==> src/rtl/fxp_avg_pkg.sv <==
// fxp_avg_pkg: shared types and address/width helpers for the fixed-point average engine.
// Operand i occupies two bytes after N: integer part first, then fraction part.
package fxp_avg_pkg;

  typedef enum logic [3:0] {
    IDLE,
    ARMED,
    RD_N,
    RD_HI,
    RD_LO,
    ACC,
    DIV,
    WR_HI,
    WR_LO,
    DONE
  } state_t;

  function automatic int sum_width(input int dw, input int cnt_w);
    return 2 * dw + cnt_w;
  endfunction

  function automatic int hi_off(input int idx);
    return 2 * idx + 1;
  endfunction

  function automatic int lo_off(input int idx);
    return 2 * idx + 2;
  endfunction

endpackage

==> src/rtl/fxp_avg_engine_seq_divider.sv <==
// seq_divider: restoring unsigned divider, one quotient bit per cycle, W cycles per divide.
// The first bit is produced on the start edge, so done_o pulses exactly W cycles after start_i.
module seq_divider #(
  parameter int W      = 24,
  parameter int DVSR_W = 8
) (
  input  logic              clk,
  input  logic              rst_n,
  input  logic              start_i,
  input  logic [W-1:0]      dividend_i,
  input  logic [DVSR_W-1:0] divisor_i,
  output logic              busy_o,
  output logic              done_o,
  output logic [W-1:0]      quotient_o
);

  localparam int CW = $clog2(W + 1);

  logic [W-1:0]      quo_q, quo_d, quo_src;
  logic [DVSR_W-1:0] rem_q, rem_d, rem_src;
  logic [DVSR_W:0]   shifted, trial;
  logic [CW-1:0]     cnt_q, cnt_d;
  logic              busy_q, busy_d, done_q, done_d, step;

  always_comb begin
    // NOTE: every variable gets a default before any branch, so no path can infer a latch.
    quo_d   = quo_q;
    rem_d   = rem_q;
    cnt_d   = cnt_q;
    busy_d  = busy_q;
    done_d  = 1'b0;
    step    = busy_q | start_i;
    quo_src = busy_q ? quo_q : dividend_i;
    rem_src = busy_q ? rem_q : '0;
    shifted = {rem_src, quo_src[W-1]};
    trial   = shifted - {1'b0, divisor_i};
    if (step) begin
      // A borrow out of the trial subtraction means the divisor did not fit: restore.
      quo_d = {quo_src[W-2:0], ~trial[DVSR_W]};
      rem_d = trial[DVSR_W] ? shifted[DVSR_W-1:0] : trial[DVSR_W-1:0];
      if (busy_q) begin
        cnt_d = cnt_q - CW'(1);
        if (cnt_q == CW'(1)) begin
          busy_d = 1'b0;
          done_d = 1'b1;
        end
      end else begin
        cnt_d  = CW'(W - 1);
        busy_d = 1'b1;
      end
    end
  end

  // NOTE: registers take non-blocking updates so every flop samples pre-edge values.
  always_ff @(posedge clk) begin
    if (!rst_n) begin
      quo_q  <= '0;
      rem_q  <= '0;
      cnt_q  <= '0;
      busy_q <= 1'b0;
      done_q <= 1'b0;
    end else begin
      quo_q  <= quo_d;
      rem_q  <= rem_d;
      cnt_q  <= cnt_d;
      busy_q <= busy_d;
      done_q <= done_d;
    end
  end

  assign busy_o     = busy_q;
  assign done_o     = done_q;
  assign quotient_o = quo_q;

endmodule

==> src/rtl/fxp_avg_engine.sv <==
// fxp_avg_engine: Start/Ack accelerator averaging N fixed-point values read from data memory.
// Define FXP_AVG_ROUND_EN for round-half-up, saturating results (one extra divide cycle).
module fxp_avg_engine
  import fxp_avg_pkg::*;
#(
  parameter int DW     = 8,
  parameter int CNT_W  = 8,
  parameter int ADDR_W = 9,
  parameter int BASE   = 0
) (
  input  logic              Clk,
  input  logic              Reset,
  input  logic              Start,
  output logic              Ack,
  output logic [ADDR_W-1:0] Mem_Addr,
  output logic              Mem_Rd_En,
  input  logic [DW-1:0]     Mem_Rd_Data,
  output logic              Mem_Wr_En,
  output logic [DW-1:0]     Mem_Wr_Data
);

  localparam int SUM_W = sum_width(DW, CNT_W);
  localparam int RES_W = 2 * DW;
`ifdef FXP_AVG_ROUND_EN
  localparam int DIV_W  = SUM_W + 1;
  localparam int DVSR_W = CNT_W + 1;
`else
  localparam int DIV_W  = SUM_W;
  localparam int DVSR_W = CNT_W;
`endif

  state_t            state_q, state_d;
  logic              phase_q, phase_d;
  logic [CNT_W-1:0]  n_q, n_d, idx_q, idx_d;
  logic [DW-1:0]     hi_q, hi_d;
  logic [SUM_W-1:0]  sum_q, sum_d;

  logic              ack_c, rd_en_c, wr_en_c, div_start, div_busy, div_done;
  logic [DIV_W-1:0]  div_dividend, div_quotient;
  logic [DVSR_W-1:0] div_divisor;
  logic [RES_W-1:0]  result;

`ifdef FXP_AVG_ROUND_EN
  // floor((2*sum + N) / (2N)) rounds half up without a separate correction step.
  assign div_dividend = {sum_q, 1'b0} + DIV_W'(n_q);
  assign div_divisor  = {n_q, 1'b0};
`else
  assign div_dividend = sum_q;
  assign div_divisor  = n_q;
`endif

  assign result = (n_q == '0)                     ? '0 :
                  (|div_quotient[DIV_W-1:RES_W])  ? '1 : div_quotient[RES_W-1:0];

  seq_divider #(
    .W      (DIV_W),
    .DVSR_W (DVSR_W)
  ) u_div (
    .clk        (Clk),
    .rst_n      (Reset),
    .start_i    (div_start),
    .dividend_i (div_dividend),
    .divisor_i  (div_divisor),
    .busy_o     (div_busy),
    .done_o     (div_done),
    .quotient_o (div_quotient)
  );

  always_comb begin
    state_d     = state_q;
    phase_d     = 1'b0;
    n_d         = n_q;
    idx_d       = idx_q;
    hi_d        = hi_q;
    sum_d       = sum_q;
    ack_c       = 1'b0;
    rd_en_c     = 1'b0;
    wr_en_c     = 1'b0;
    div_start   = 1'b0;
    Mem_Addr    = '0;
    Mem_Wr_Data = '0;
    case (state_q)
      IDLE:  if (Start) state_d = ARMED;
      ARMED: if (!Start) state_d = RD_N;
      RD_N: begin
        if (!phase_q) begin
          rd_en_c  = 1'b1;
          Mem_Addr = ADDR_W'(BASE);
          phase_d  = 1'b1;
          sum_d    = '0;
          idx_d    = '0;
        end else begin
          n_d     = CNT_W'(Mem_Rd_Data);
          state_d = (CNT_W'(Mem_Rd_Data) == '0) ? WR_HI : RD_HI;
        end
      end
      RD_HI: begin
        if (!phase_q) begin
          rd_en_c  = 1'b1;
          Mem_Addr = ADDR_W'(BASE + hi_off(int'(idx_q)));
          phase_d  = 1'b1;
        end else begin
          hi_d    = Mem_Rd_Data;
          state_d = RD_LO;
        end
      end
      RD_LO: begin
        rd_en_c  = 1'b1;
        Mem_Addr = ADDR_W'(BASE + lo_off(int'(idx_q)));
        state_d  = ACC;
      end
      ACC: begin
        // The low byte is captured straight off the read port as it is added.
        sum_d = sum_q + SUM_W'({hi_q, Mem_Rd_Data});
        if (idx_q == n_q - CNT_W'(1)) begin
          state_d = DIV;
        end else begin
          idx_d   = idx_q + CNT_W'(1);
          state_d = RD_HI;
        end
      end
      DIV: begin
        div_start = !div_busy && !div_done;
        if (div_done) state_d = WR_HI;
      end
      WR_HI: begin
        wr_en_c     = 1'b1;
        Mem_Addr    = ADDR_W'(BASE + hi_off(int'(n_q)));
        Mem_Wr_Data = result[RES_W-1:DW];
        state_d     = WR_LO;
      end
      WR_LO: begin
        wr_en_c     = 1'b1;
        Mem_Addr    = ADDR_W'(BASE + lo_off(int'(n_q)));
        Mem_Wr_Data = result[DW-1:0];
        state_d     = DONE;
      end
      DONE: begin
        ack_c = 1'b1;
        if (Start) state_d = ARMED;
      end
      default: state_d = IDLE;
    endcase
  end

  // Strobes and Ack are gated by Reset so an abort takes effect within the same cycle.
  assign Ack       = ack_c & Reset;
  assign Mem_Rd_En = rd_en_c & Reset;
  assign Mem_Wr_En = wr_en_c & Reset;

  always_ff @(posedge Clk) begin
    if (!Reset) begin
      state_q <= IDLE;
      phase_q <= 1'b0;
      n_q     <= '0;
      idx_q   <= '0;
      hi_q    <= '0;
      sum_q   <= '0;
    end else begin
      state_q <= state_d;
      phase_q <= phase_d;
      n_q     <= n_d;
      idx_q   <= idx_d;
      hi_q    <= hi_d;
      sum_q   <= sum_d;
    end
  end

endmodule
==> config.mk <==
export PLATFORM = sky130hd
export DESIGN_NAME = fxp_avg_engine
export DESIGN_NICKNAME = d
export VERILOG_FILES = /design/src/rtl/fxp_avg_pkg.sv /design/src/rtl/fxp_avg_engine_seq_divider.sv /design/src/rtl/fxp_avg_engine.sv
export SDC_FILE = /design/constraint.sdc
export NUM_CORES = 1
export LEC_CHECK = 0
export BUFFER_PORTS_ARGS = -buffer_cell sky130_fd_sc_hd__buf_2
export CORE_ASPECT_RATIO = 0.8
export CORE_UTILIZATION = 56
export DETAILED_ROUTE_END_ITERATION = 7
export PLACE_DENSITY_LB_ADDON = 0.3
export SYNTH_ARGS = -nofsm -noshare
export SYNTH_HDL_FRONTEND = slang
export SYNTH_SLANG_ARGS = --single-unit
==> constraint.sdc <==
create_clock -name Clk -period 2.4 [get_ports Clk]
set_input_delay 0.6 -clock Clk [delete_from_list [all_inputs] [get_ports Clk]]
set_output_delay 0.6 -clock Clk [all_outputs]
set_load 0.05 [all_outputs]
# Word level (Yosys, flattened, before mapping)
# Index checks and enable logic that the tools add are counted.
dict set report word_totals {
  elab_cells 91
  n_memories 0
  latchBits 0
  input_bits 11
  ram_bits 0
  rom_bits 0
  regBits 92
}
dict set report classes {
  n_bitwise 5
  muxes 30
  div_mod_pow 0
  multipliers 0
  eq_ne 18
  n_addsub 9
  reduce_logical 18
  shifts 0
  order_cmp 0
}
# cell count
set op_table {}
lappend op_table {{24-bit two-way mux} 2}
lappend op_table {{24-bit case mux with 2 select lines} 1}
lappend op_table {{4-bit case mux with 9 select lines} 1}
lappend op_table {{9-bit case mux with 4 select lines} 1}
lappend op_table {{16-bit two-way mux} 2}
lappend op_table {{8-bit two-way mux} 4}
lappend op_table {{8-bit case mux with 2 select lines} 2}
lappend op_table {{24-bit by 16-bit adder with 24-bit output} 1}
lappend op_table {{4-bit two-way mux} 5}
lappend op_table {{9-bit by 1-bit adder with 9-bit output, second input constant} 2}
lappend op_table {{9-bit by 2-bit adder with 9-bit output, second input constant} 2}
lappend op_table {{4-bit by 3-bit equality test with 1-bit output, second input constant} 4}
lappend op_table {{8-bit logical NOT} 2}
lappend op_table {{2-bit != test, second input constant} 5}
lappend op_table {{9-bit two-way mux} 1}
lappend op_table {{9-bit by 8-bit subtractor with 9-bit output} 1}
lappend op_table {{8-bit by 1-bit adder with 8-bit output, second input constant} 1}
lappend op_table {{4-bit by 2-bit equality test with 1-bit output, second input constant} 2}
lappend op_table {{4-bit equality test, second input constant} 2}
lappend op_table {{8-bit equality test} 1}
lappend op_table {{2-bit AND reduction} 4}
lappend op_table {{8-bit OR reduction} 1}
lappend op_table {{8-bit by 1-bit subtractor with 8-bit output, second input constant} 1}
lappend op_table {{1-bit two-way mux} 7}
lappend op_table {{other kinds (17)} 25}

# Longest topological paths before layout
dict set report depth {
  ltp_word 5
  depth_mapped 10
  ltp_nobuf 9
}

# Hierarchy
# Synthesis repeated with hierarchy kept, for this count alone.
dict set report hier_totals {
  cells_unflattened 798
  area_unflattened_um2 6298.5
}
# module seq_area_each_um2 instances cells_per_inst area_per_inst_um2
set modules_own_cells {}
lappend modules_own_cells {fxp_avg_engine 1061.0 1 516 3942.5}
lappend modules_own_cells {seq_divider 780.7 1 282 2356.0}

# Worst setup path before layout
# Ideal clock, no wire load.
dict set report synth_path {
  kind {register to output}
  start {register state_q[3]}
  end {output port Mem_Addr[4]}
  n_path_buf 2
  arrival_ps 2746
  setup_slack_ps -946
  required_ps 1800
  stages_incl_launch_ff 6
  path_cell_list {dfxtp_1 -> clkbuf_8 -> nor2b_1 -> nand2_1 -> clkbuf_1 -> o311ai_0}
}
dict set report synth_between {
  elab_chain_cells 2
}
# item line
set synth_lines {}
lappend synth_lines {{start: declaration} fxp_avg_engine.sv:32} ;# state_t state_q, state_d;
lappend synth_lines {{start signal: assignment} fxp_avg_engine.sv:160} ;# state_q <= state_d;
lappend synth_lines {{4-bit equality test, or another cell as far along} fxp_avg_engine.sv:82} ;# case (state_q)
lappend synth_lines {{9-bit case mux with 4 select lines *} fxp_avg_engine.sv:82}
lappend synth_lines {{end: declaration} fxp_avg_engine.sv:15} ;# output logic [ADDR_W-1:0] Mem_Addr,
# Every way passes the cells marked *; elsewhere a longest branch is shown, timed or not.

# Final worst setup path
dict set report layout_path {
  start {register n_q[2] (netlist: div_divisor[2])}
  end {output port Mem_Addr[8]}
}
dict set report layout_between {
  elab_chain_cells 2
}
# item line
set layout_lines {}
lappend layout_lines {{start: declaration} fxp_avg_engine.sv:34} ;# logic [CNT_W-1:0] n_q, n_d, idx_q, idx_d;
lappend layout_lines {{start signal: assignment} fxp_avg_engine.sv:162} ;# n_q <= n_d;
lappend layout_lines {{9-bit by 2-bit adder with 9-bit output / 9-bit by 1-bit adder with 9-bit output (equally long branches)} {fxp_avg_pkg.sv:27, fxp_avg_pkg.sv:23}}
lappend layout_lines {{9-bit case mux with 4 select lines *} fxp_avg_engine.sv:82}
# Marked as above.

==> flow_metrics.tcl <==
set metrics [dict create \
    r2r_slack_ns 0.06 \
    crit_fanout 7 \
    synth-edff-count 0 \
    syn_area_um2 6240 \
    report.final.slew_viol_count 0 \
    power_leakage_nw 3.09 \
    n_antenna_cell 0 \
    track_usage_pct 32.4 \
    synthMuxAreaShare_pct 7.22 \
    critPathKind "register to output port" \
    whs_ns 0.486 \
    hold_buffers 0 \
    tightest_slew_ns 0.551 \
    synthArstFlopShare_pct 0 \
    gr-total-overflow 0 \
    syn_area_per_cell_um2 7.94 \
    clockRootBuffer "clkbuf_16" \
    final_nets 917 \
    required_ns 1.80 \
    syn_nets 828 \
    cp-startpoint "div_divisor[2]$_SDFFE_PN0P_" \
    dieHeight_um 96.4 \
    viasPerCell 6.18 \
    synth_top_family_by_area "simple AND/OR/NAND/NOR gates" \
    endpoint_kind "output port" \
    yosysUniqueCellTypes 78 \
    fin_crit_sh_pct 103 \
    layout_min_cycle_time_ns 2.48 \
    setup.worst_path.start_class "register" \
    via_count 6321 \
    ctsHtreeMaxLevel 3 \
    r2r-end "div_dividend[18]$_SDFFE_PN0P_" \
    gp_congestion 0.944 \
    grt_antenna_before_repair 0 \
    cts_buffers 9 \
    crit_end "Mem_Addr[8]" \
    dieArea_um2 11600 \
    ys_warn_count 0 \
    chipWidth_um 120 \
    drtPass1Iterations 6 \
    peakVddDrop_mv 0.497 \
    r2r-start "div_dividend[5]$_SDFFE_PN0P_" \
    rsz0062_at_grt "yes" \
    multi_input_area_um2 4400 \
    finalHoldViolCount 0 \
    clockBufferDepth 2 \
    wire_per_inst_um 18.4 \
    cp_data_arrival_time_ns 1.88 \
    fill_cells 817 \
    hold_path_class "register to register" \
    postLayoutSetupSlackWorst_ns -0.0807 \
    synth_xor_area_share_pct 3.59 \
    wirelength_um 18800 \
    core_um2 10800 \
    r2r_cells 7 \
    start_util_pct 57.5 \
    grt_pass1_vias 5881 \
    synth-simple-area-share_pct 24.6 \
    stdcell_area_um2 7770 \
    relSlewSlack_pct 63.2 \
    synth_seq_area_share_pct 29.5 \
    rows 34 \
    setup_viol_count_final 2 \
    drt_iter0_markers 559 \
    synth_compound_area_share_pct 22.8 \
    synth_top_flop_cell "dfxtp_1" \
    placed_area_um2 6990 \
    cts_sinks 92 \
    ios 31 \
    place_hpwl_um 13100 \
    synthCells 786 \
    io_buffers 30 \
    clk_pin_slew_ns 0.07 \
    violations "setup timing" \
    drive_above_1_share_pct 26.6 \
    areaGrowthSynthToFinish_pct 24.6 \
    cts_tree "built" \
    ys_ff_latch 92 \
    antenna_left 0 \
    power_density_nw_per_um2 477 \
    clock_latency_ns 0.35 \
    grt_pass1_wl_um 29300 \
    seq_area_um2 1880 \
    drc_errors 0 \
    synth_fa_ha_area_share_pct 6.46 \
    clock_skew_ns 0.0118 \
    status "complete, but fails checks" \
    timing.max_cap.violations 0 \
    max_freq_mhz 403 \
    grt_start_max_net_pins 59 \
]
[worst min-delay path by stage]
stage | end | start | cells past startpoint | slack [ns]
6_report | u_div.cnt_q[3]$_SDFFE_PN0P_ | u_div.cnt_q[3]$_SDFFE_PN0P_ | 1 | 0.49
5_1_grt | u_div.cnt_q[3]$_SDFFE_PN0P_ | u_div.cnt_q[3]$_SDFFE_PN0P_ | 1 | 0.51
4_1_cts | u_div.cnt_q[3]$_SDFFE_PN0P_ | u_div.cnt_q[3]$_SDFFE_PN0P_ | 1 | 0.49
3_5_place_dp | u_div.cnt_q[3]$_SDFFE_PN0P_ | u_div.cnt_q[3]$_SDFFE_PN0P_ | 1 | 0.48
3_3_place_gp | div_dividend[23]$_SDFFE_PN0P_ | div_dividend[23]$_SDFFE_PN0P_ | 2 | 0.47
2_1_floorplan | div_dividend[5]$_SDFFE_PN0P_ | div_dividend[5]$_SDFFE_PN0P_ | 2 | 0.45
[metrics by stage]
step	std cells	setup WS, ns	setup TNS, ns	utilization, %	total power, mW
after floorplan	786	-0.352	-1.10	-	2.09
after global placement	991	-0.167	-0.677	64.4	2.28
after detailed placement	991	-0.252	-1.24	64.4	2.30
after CTS	1012	-0.0980	-0.172	69.5	3.65
after global routing	1023	-0.137	-0.440	71.7	3.83
final	1023	-0.0807	-0.129	71.7	3.71
[synth_stat cells (all sizes together), types with 19 or more instances]
cell type | instances | share of area (%)
nor3 | 21 | 1.7
ha | 29 | 5.8
clkbuf | 28 | 2.2
inv | 19 | 1.1
buf | 20 | 2.4
o21ai | 67 | 5.4
dfxtp | 92 | 30
mux2i | 45 | 7.2
a21oi | 75 | 6.0
nand2 | 47 | 2.8
nand3 | 38 | 3.0
nor2 | 97 | 5.8
[repair_timing]
item,4_1_cts,5_1_grt
cloned,1,0
setup endpoints to repair,25,33
buffers inserted,5,12
pin swaps,11,22
hold endpoints to repair,0,0
gates resized for setup,78,52
[cells by family (layout without fill, tap and decap cells)]
kind of cell / count (synthesis) / count (layout)
AO/OA/AOI/OAI: 223 / 223
XOR/XNOR: 24 / 24
adder cells (fa/ha/maj): 31 / 31
buffers and inverters: 68 / 160
flip-flops: 92 / 92
multiplexers: 45 / 45
AND/OR/NAND/NOR: 303 / 304
[per-layer routing]
| metal | wire (um) | share of wire, % | up-vias | global-route usage (%) |
|---|---|---|---|---|
| met3 | 1310 | 7.0 | 42 | 6.51 |
| li1 | - | - | 3037 | - |
| met2 | 8460 | 45 | 242 | 51.1 |
| met1 | 8650 | 46 | 3000 | 43.8 |
| met5 | 0 | 0 | - | 0 |
| met4 | 374 | 2.0 | 0 | 12.7 |
[area by class of cell]
class | instances | share of cell area [%]
multi-input cells | 627 | 56.6
flip-flops and latches | 92 | 24.2
repair buffers | 125 | 12.4
clock buffers | 10 | 3.07
well taps | 144 | 2.32
inverters | 20 | 0.966
clock inverters | 5 | 0.451
[worst max-delay path: stages, from the launching register on]
cell and delay [ns]:
dfxtp_4 0.39, nand3_1 0.10, nor3_2 0.25, nand3_1 0.14
or3_1 0.33, o211ai_1 0.11, buf_4 0.23
[state kept, by name, indices dropped and copies added, names as in the netlist]
signal	cells
div_dividend	24
u_div.quotient_o	24
div_divisor	8
hi_q	8
idx_q	8
u_div.rem_q	8
u_div.cnt_q	5
state_q	4
phase_q	1
u_div.busy_o	1
u_div.done_o	1
[power breakdown]
| group | internal, mW | switching (mW) | total (mW) |
|---|---|---|---|
| Combinational | 0.300 | 0.459 | 0.759 |
| Clock | 0.729 | 0.616 | 1.35 |
| Sequential | 1.55 | 0.0476 | 1.60 |
[placed cells by master, fill, tap and decap left out, drive strengths merged, types with 11 or more instances in the layout]
master  synthesis  routed
nor3           21      21
dfxtp          92      92
buf            20     124
o21ai          67      67
clkbuf         28      11
mux2i          45      45
xnor2          13      13
ha             29      29
and3           14      14
nor2           97      97
nand3          38      38
nand2b         14      14
inv            19      21
and2           16      16
nand2          47      48
a21oi          75      75
No activity file was read; power rests on OpenSTA's default activity.
